--- src/rtl/neuron_update.sv ---
// -----------------------------------------------------------------------------
// neuron_update
//
// Backward-pass companion to the combinational `neuron` forward datapath.
// It holds the N signed Q1.7 weights of one neuron. For each backward step it
// walks the inputs serially, one per cycle. For every element it produces the
// back-propagated error and applies the learning-rate-scaled gradient to the
// weight.
//
// Parameters:
//   N         number of inputs/weights per neuron
//   LR_SHIFT  learning rate is 2^-LR_SHIFT (arithmetic right shift of gradient)
//
// Ports:
//   clk        single clock, all state on rising edge
//   rst        asynchronous active-low reset
//   start      one-cycle request to begin a backward step (sampled in IDLE only)
//   delta      signed Q1.7 output error, captured on accepted start
//   x_flat     signed Q1.7 forward inputs, element i = bits [8i+7:8i]
//   load       write load_data into weight load_idx (IDLE, no start)
//   load_idx   weight index for load; indices >= N are ignored
//   load_data  signed Q1.7 weight value
//   busy       high while a step is in RUN or DONE
//   done       one-cycle pulse after the last weight is updated
//   w_flat     current weights, registered
//   err_flat   back-propagated errors of the last step, registered
// -----------------------------------------------------------------------------
module neuron_update #(
    parameter int unsigned N        = 4,
    parameter int unsigned LR_SHIFT = 3
) (
    input  logic                   clk,
    input  logic                   rst,
    input  logic                   start,
    input  logic [7:0]             delta,
    input  logic [8*N-1:0]         x_flat,
    input  logic                   load,
    input  logic [$clog2(N)-1:0]   load_idx,
    input  logic [7:0]             load_data,
    output logic                   busy,
    output logic                   done,
    output logic [8*N-1:0]         w_flat,
    output logic [8*N-1:0]         err_flat
);

    localparam int unsigned IdxW = $clog2(N);

    typedef enum logic [1:0] {
        StIdle,
        StRun,
        StDone
    } state_e;

    state_e                 state;
    logic [IdxW-1:0]        idx;
    logic signed [7:0]      delta_r;
    logic signed [7:0]      x_r   [N];
    logic signed [7:0]      w_r   [N];
    logic signed [7:0]      err_r [N];
    logic                   busy_r;
    logic                   done_r;

    // Clamp a wide signed value into the signed 8-bit range.
    function automatic logic signed [7:0] sat8(input logic signed [16:0] v);
        if (v > 17'sd127) begin
            return 8'h7F;
        end else if (v < -17'sd128) begin
            return 8'h80;
        end else begin
            return v[7:0];
        end
    endfunction

    // ------------------------------------------------------------------
    // Per-element datapath for the element currently addressed by idx
    // ------------------------------------------------------------------
    logic signed [7:0]  w_cur;
    logic signed [7:0]  x_cur;
    logic signed [15:0] p_w;
    logic signed [15:0] p_x;
    logic signed [15:0] pw_sh;
    logic signed [15:0] g;
    logic signed [16:0] w_wide;
    logic signed [7:0]  err_new;
    logic signed [7:0]  w_new;

    always_comb begin
        w_cur   = w_r[idx];
        x_cur   = x_r[idx];
        p_w     = w_cur * delta_r;
        p_x     = x_cur * delta_r;
        pw_sh   = p_w >>> 7;
        // Gradient kept at full width; the only clamp is on the final weight.
        g       = (p_x >>> 7) >>> LR_SHIFT;
        w_wide  = {{9{w_cur[7]}}, w_cur} - {g[15], g};
        err_new = sat8({pw_sh[15], pw_sh});
        w_new   = sat8(w_wide);
    end

    // Loads with an out-of-range index are dropped.
    logic load_ok;
    assign load_ok = load && (32'(load_idx) < N);

    // ------------------------------------------------------------------
    // Control FSM and all state
    // ------------------------------------------------------------------
    always_ff @(posedge clk or negedge rst) begin
        if (!rst) begin
            state   <= StIdle;
            idx     <= '0;
            delta_r <= '0;
            busy_r  <= 1'b0;
            done_r  <= 1'b0;
            for (int i = 0; i < N; i++) begin
                x_r[i]   <= '0;
                w_r[i]   <= '0;
                err_r[i] <= '0;
            end
        end else begin
            done_r <= 1'b0;
            unique case (state)
                StIdle: begin
                    // start has priority over load in the same cycle.
                    if (start) begin
                        delta_r <= delta;
                        for (int i = 0; i < N; i++) begin
                            x_r[i] <= x_flat[8*i +: 8];
                        end
                        idx    <= '0;
                        busy_r <= 1'b1;
                        state  <= StRun;
                    end else if (load_ok) begin
                        w_r[load_idx] <= load_data;
                    end
                end
                StRun: begin
                    // err_new is built from the pre-update weight.
                    w_r[idx]   <= w_new;
                    err_r[idx] <= err_new;
                    if (idx == IdxW'(N - 1)) begin
                        done_r <= 1'b1;
                        state  <= StDone;
                    end else begin
                        idx <= idx + IdxW'(1);
                    end
                end
                StDone: begin
                    busy_r <= 1'b0;
                    state  <= StIdle;
                end
                default: begin
                    busy_r <= 1'b0;
                    state  <= StIdle;
                end
            endcase
        end
    end

    // ------------------------------------------------------------------
    // Outputs straight from registers
    // ------------------------------------------------------------------
    assign busy = busy_r;
    assign done = done_r;

    for (genvar i = 0; i < N; i++) begin : g_flat
        assign w_flat[8*i +: 8]   = w_r[i];
        assign err_flat[8*i +: 8] = err_r[i];
    end

endmodule
--- config.mk ---
export PLATFORM = sky130hd
export DESIGN_NAME = neuron_update
export DESIGN_NICKNAME = d
export VERILOG_FILES = /design/src/rtl/neuron_update.sv
export SDC_FILE = /design/constraint.sdc
export NUM_CORES = 1
export LEC_CHECK = 0
export CAP_MARGIN = 40
export CELL_PAD_IN_SITES_DETAIL_PLACEMENT = 2
export CELL_PAD_IN_SITES_GLOBAL_PLACEMENT = 2
export CORE_ASPECT_RATIO = 1.4
export CORE_MARGIN = 2
export CORE_UTILIZATION = 40
export DETAILED_ROUTE_END_ITERATION = 8
export PLACE_DENSITY_LB_ADDON = 0.1
export SLEW_MARGIN = 30
export SYNTH_ARGS = -nofsm -noshare
export SYNTH_HDL_FRONTEND = slang
export SYNTH_SLANG_ARGS = --single-unit
--- constraint.sdc ---
create_clock -name clk -period 14.2 [get_ports clk]
set_clock_uncertainty 0.1 [all_clocks]
set_input_delay 2.13 -clock clk [delete_from_list [all_inputs] [get_ports clk]]
set_output_delay 2.13 -clock clk [all_outputs]
set_load 0.005 [all_outputs]
# Word level (Yosys, flattened, before mapping)
# Cells that the tools add are included.
# op_classes
n_addsub,2
muxes,30
eq_ne,7
multipliers,2
magnitude_cmp,8
bitwise,3
reduce_logical,9
# op_table
op,count
bitwise mux 32 bit,3
2-to-1 mux 8 bit,10
2-to-1 mux 32 bit,2
one-hot mux 32 bit (2 select lines),1
binary-select mux 8 bit (select 2 bit),2
demux 8 bit (select 2 bit),2
multiplier 8 x 8 -> 16 bit,2
"greater-than comparator 9 x 8 -> 1 bit, second input constant",2
"less-than comparator 9 x 8 -> 1 bit, second input constant",2
"inequality test 2 bit, second input constant",5
subtractor 8 x 6 -> 9 bit,1
2-to-1 mux 2 bit,4
one-hot mux 2 bit (2 select lines),2
"greater-or-equal comparator 3 bit, second input constant",2
"less-than comparator 3 x 1 -> 1 bit, second input constant",2
NOT 2 -> 3 bit,2
AND reduction 2 bit,3
AND reduction 3 bit,2
2-to-1 mux 1 bit,3
"adder 2 x 1 -> 2 bit, second input constant",1
"== test 2 x 1 -> 1 bit, second input constant",1
"== test 2 bit, second input constant",1
logical AND 1 bit,2
logical NOT 2 bit,1
3 further kinds,3
# totals
input_bits,54
wordCells,78
ff_bits,110
output_inout_bits,66

# Logic depth before layout (Yosys ltp)
# logic_depth
depth_word,11
depth_mapped,32
ltp_nobuf,29

# Least setup slack after synthesis
# No wires, ideal clock.
# synth_path
path_kind,register to register
from,register idx[0]
to,"register w_r, in the netlist w_flat[0]"
period_less_slack_ps,7586
setup_slack_ps,6614
stages_incl_launch_ff,32
required_ps,13968
t_arrival_ps,7354
path_buffers,3
setup_time_ps,132
cell_sequence,dfrtp_1 buf_2 clkbuf_1 mux4_2 and2_1 fa_1 inv_1 fa_1 inv_1 fa_1 inv_1 fa_1 inv_1 ha_1 nor3_1 nor2_1 a221oi_4 nor2b_1 nor2_1 nor2b_1 nor2_1 xor2_1 ha_1 or2_2 o22ai_1 or3_1 a21oi_1 a211oi_1 nand4_1 buf_2 a21boi_1 o21ai_0
# synth_via
elab_chain_cells,11
word_cells_on_any_way,20
cone_classes,1 x add/sub; 1 x mul; 4 x order compare; 12 x mux; 1 x bitwise; 1 x reduce/logical
# synth_rtl
item,line_no,rtl
from (decl),55,logic [IdxW-1:0] idx;
from (signal assigned),144,idx <= idx + IdxW'(1);
NOT 2 -> 3 bit (implied by the code) (*),"88, 89, 138",
binary-select mux 8 bit (select 2 bit),89,x_cur = x_r[idx];
2-to-1 mux 8 bit (implied by the code) (2 in a row),89,
multiplier 8 x 8 -> 16 bit,91,p_x = x_cur * delta_r;
subtractor 8 x 6 -> 9 bit,95,"w_wide = {{9{w_cur[7]}}, w_cur} - {g[15], g};"
less-than comparator 9 x 8 -> 1 bit,67,end else if (v < -17'sd128) begin
2-to-1 mux 8 bit,67,
2-to-1 mux 8 bit,65,if (v > 17'sd127) begin
bitwise mux 32 bit (*),138,w_r[idx] <= w_new;
one-hot mux 32 bit (2 select lines) (*),121,unique case (state)
"to (signal, indexed assignment)",133,w_r[load_idx] <= load_data;
"to (signal, indexed assignment)",138,
to (decl),58,logic signed [7:0] w_r [N];
# Mark *: on every way between the ends. The rest lies on a longest branch, timed or not. The select of a mux whose other input is x is not followed.
# A chain may end at the register's enable or synchronous reset.

# Worst setup path after layout
# layout_path
from,register idx[0]
to,"register w_r, in the netlist w_flat[9]"
# Same word-level chain as after synthesis.

==> reports/results.ini <==
[synth]
ys_seq_area_frac = 0.278
yosysUniqueCellTypes = 58
synthCells = 961
synth_xor_area_frac = 0.0318
synthMuxAreaShare = 0.0818
synth_top_area_cell = dfrtp_1
synth_top_family_by_area = adder cells
async_flop_share = 1.00
yosys_register_bits = 110
yosys.area.top_type_share = 0.278
synth_edf_count = 0
synthesis.nets = 1186
ys_top_cells_by_area = dfrtp_1 (28%), fa_1 (22%), ha_1 (8.1%), inv_1 (5.2%), and2_1 (5.1%)
synth_warnings = 0
dominantRegCellSynth = dfrtp_1
synth_compound_area_frac = 0.124
synth-simple-area-share = 0.122
synth-adder-area-share = 0.297
synth_area_per_cell_sq_um = 10.3
syn_area_sq_um = 9900

[floorplanning]
pin_count = 120
start_util = 0.404
fp.dieH_um = 190
fp.dieArea_sq_um = 26000
core_area_sq_um = 24500
rows = 68
die_x_um = 137

[timing]
finalHoldViolations = 0
max-slew-margin-rel = 0.394
fin_setup_tns_ns = 0
clock.fmax_ghz = 0.112
drv_slew = 0
rsz0062_at_grt = false
setup_viol = 0
finalCritPeriodShare = 0.629
tightest_slew_ns = 0.909
post-route-min-period_ns = 8.94

[setup_path]
cp_slowest_cell = dfrtp_1
cp-start-kind = register
slowest_delay_ns = 0.71
worstPathMaxFanout = 12
path_class = reg2reg
arrival_ns = 9.08
required_ns = 14.34
crit_path_end_kind = register

[route]
routed_wl_mm = 29.5
postRouteAntennaNets = 0
drc = 0
num_vias = 7516
wl_per_cell_um = 21.3
drtIter0Drc = 216
drtPass1Iterations = 4
drt-vias-per-instance = 5.42

[clocking]
root_buffer = clkbuf_16
hold_buffers = 0
ctsLongestPathBuffers = 2
clock_sinks = 110
clk_pin_slew_ns = 0.08
cts_buffers = 9
cts_resized = 0
tritoncts = done
post_cts_buffers = 0
insertion_delay_ns = 0.37
htreeDepth = 3

[finish]
num-fill-cells = 2581
final_common_cell = inv_1
drive_above_1_share = 0.0924
n_antenna_cell = 0
multi_input_area_sq_um = 6510
nets = 1291
area_growth_pct = 18.7
regArea_sq_um = 2750
final_cell_mix = inv_1 (136), clkdlybuf4s50_1 (118), dfrtp_1 (110)

[global_routing]
track_usage = 0.239
grt_pass1_vias = 8857
overflow = 0
grt_pass1_wl_mm = 48.0
antenna_found_initial = 0
grt_max_degree = 57

[job]
maxCapViolCount = 0

[run_status]
outcome = finished, final reports clean

[hold_path]
min_path_type = reg2reg

[placed_design]
finalWeightedCongestion = 0.829
portBuffers = 119
hpwl_mm = 22.9

final timing paths:
path | start | endpoint | slack [ns] | depth (start not counted)
setup / recovery | idx[0] | w_flat[9] | 5.26 | 29
hold / removal | err_flat[21] | err_flat[21] | 0.38 | 2
setup reg to reg | idx[0] | w_flat[9] | 5.26 | 29
hold reg to reg | err_flat[21] | err_flat[21] | 0.38 | 2
max in group asynchronous | rst | err_flat[11] | 11.18 | 3
min in group asynchronous | rst | x_r[4] | 1.53 | 1
critical path, delay by kind of cell (launching register included):
family,cells,cell delay (ns)
AO/OA/AOI/OAI,7,2.15
XOR/XNOR,1,0.09
buffers and inverters,5,0.60
multiplexers,1,0.63
AND/OR/NAND/NOR,9,1.90
adder cells (fa/ha/maj),6,2.57
flip-flops,1,0.71
layout make-up:
class / instances / share of cell area
clock buffer: 9 / 0.0192
clock inverter: 7 / 0.00873
inverter: 137 / 0.0438
multi-input combinational: 683 / 0.554
sequential: 110 / 0.234
tap: 315 / 0.0335
timing repair buffer: 125 / 0.106
cells in the mapped netlist, drive strengths merged, types with 16 or more instances:
library cell / count
inv: 136
dfrtp: 110
fa: 107
nand2: 91
and2: 82
o21ai: 78
ha: 64
mux2: 39
a22oi: 31
nor2: 27
clkbuf: 26
a21oi: 23
xnor2: 23
mux4: 16
per-layer routing:
metal	share of wire	track usage
met5	0	0
met4	0.019	0.0642
met3	0.030	0.0378
met2	0.55	0.446
met1	0.40	0.281
registers in the layout, indices dropped and copies added (netlist names):
| register | flops |
|---|---|
| w_flat | 32 |
| state | 2 |
| delta_r | 8 |
| x_r | 32 |
| done | 1 |
| busy | 1 |
| err_flat | 32 |
| idx | 2 |
kinds of logic after synthesis:
group,count (synthesis)
AND/OR/NAND/NOR,243
XOR/XNOR,33
buffers and inverters,168
adder cells (fa/ha/maj),171
AO/OA/AOI/OAI,180
flip-flops,110
multiplexers,56
through the flow:
step                area [sq um]  utilization  hold slack (ns)  std cells  setup slack [ns]
finish                     11800        0.480            0.383       1386              5.26
global route               11800        0.480            0.427       1386              4.62
CTS                        11700        0.479            0.393       1384              5.23
detailed placement         11400        0.465            0.373       1368              5.34
global placement           11400        0.465            0.361       1367              5.66
floorplan                   9900            -            0.373        961              6.61
Power is not shown: default switching activity piles up to over one toggle a cycle in this logic, so the estimate is an artifact.
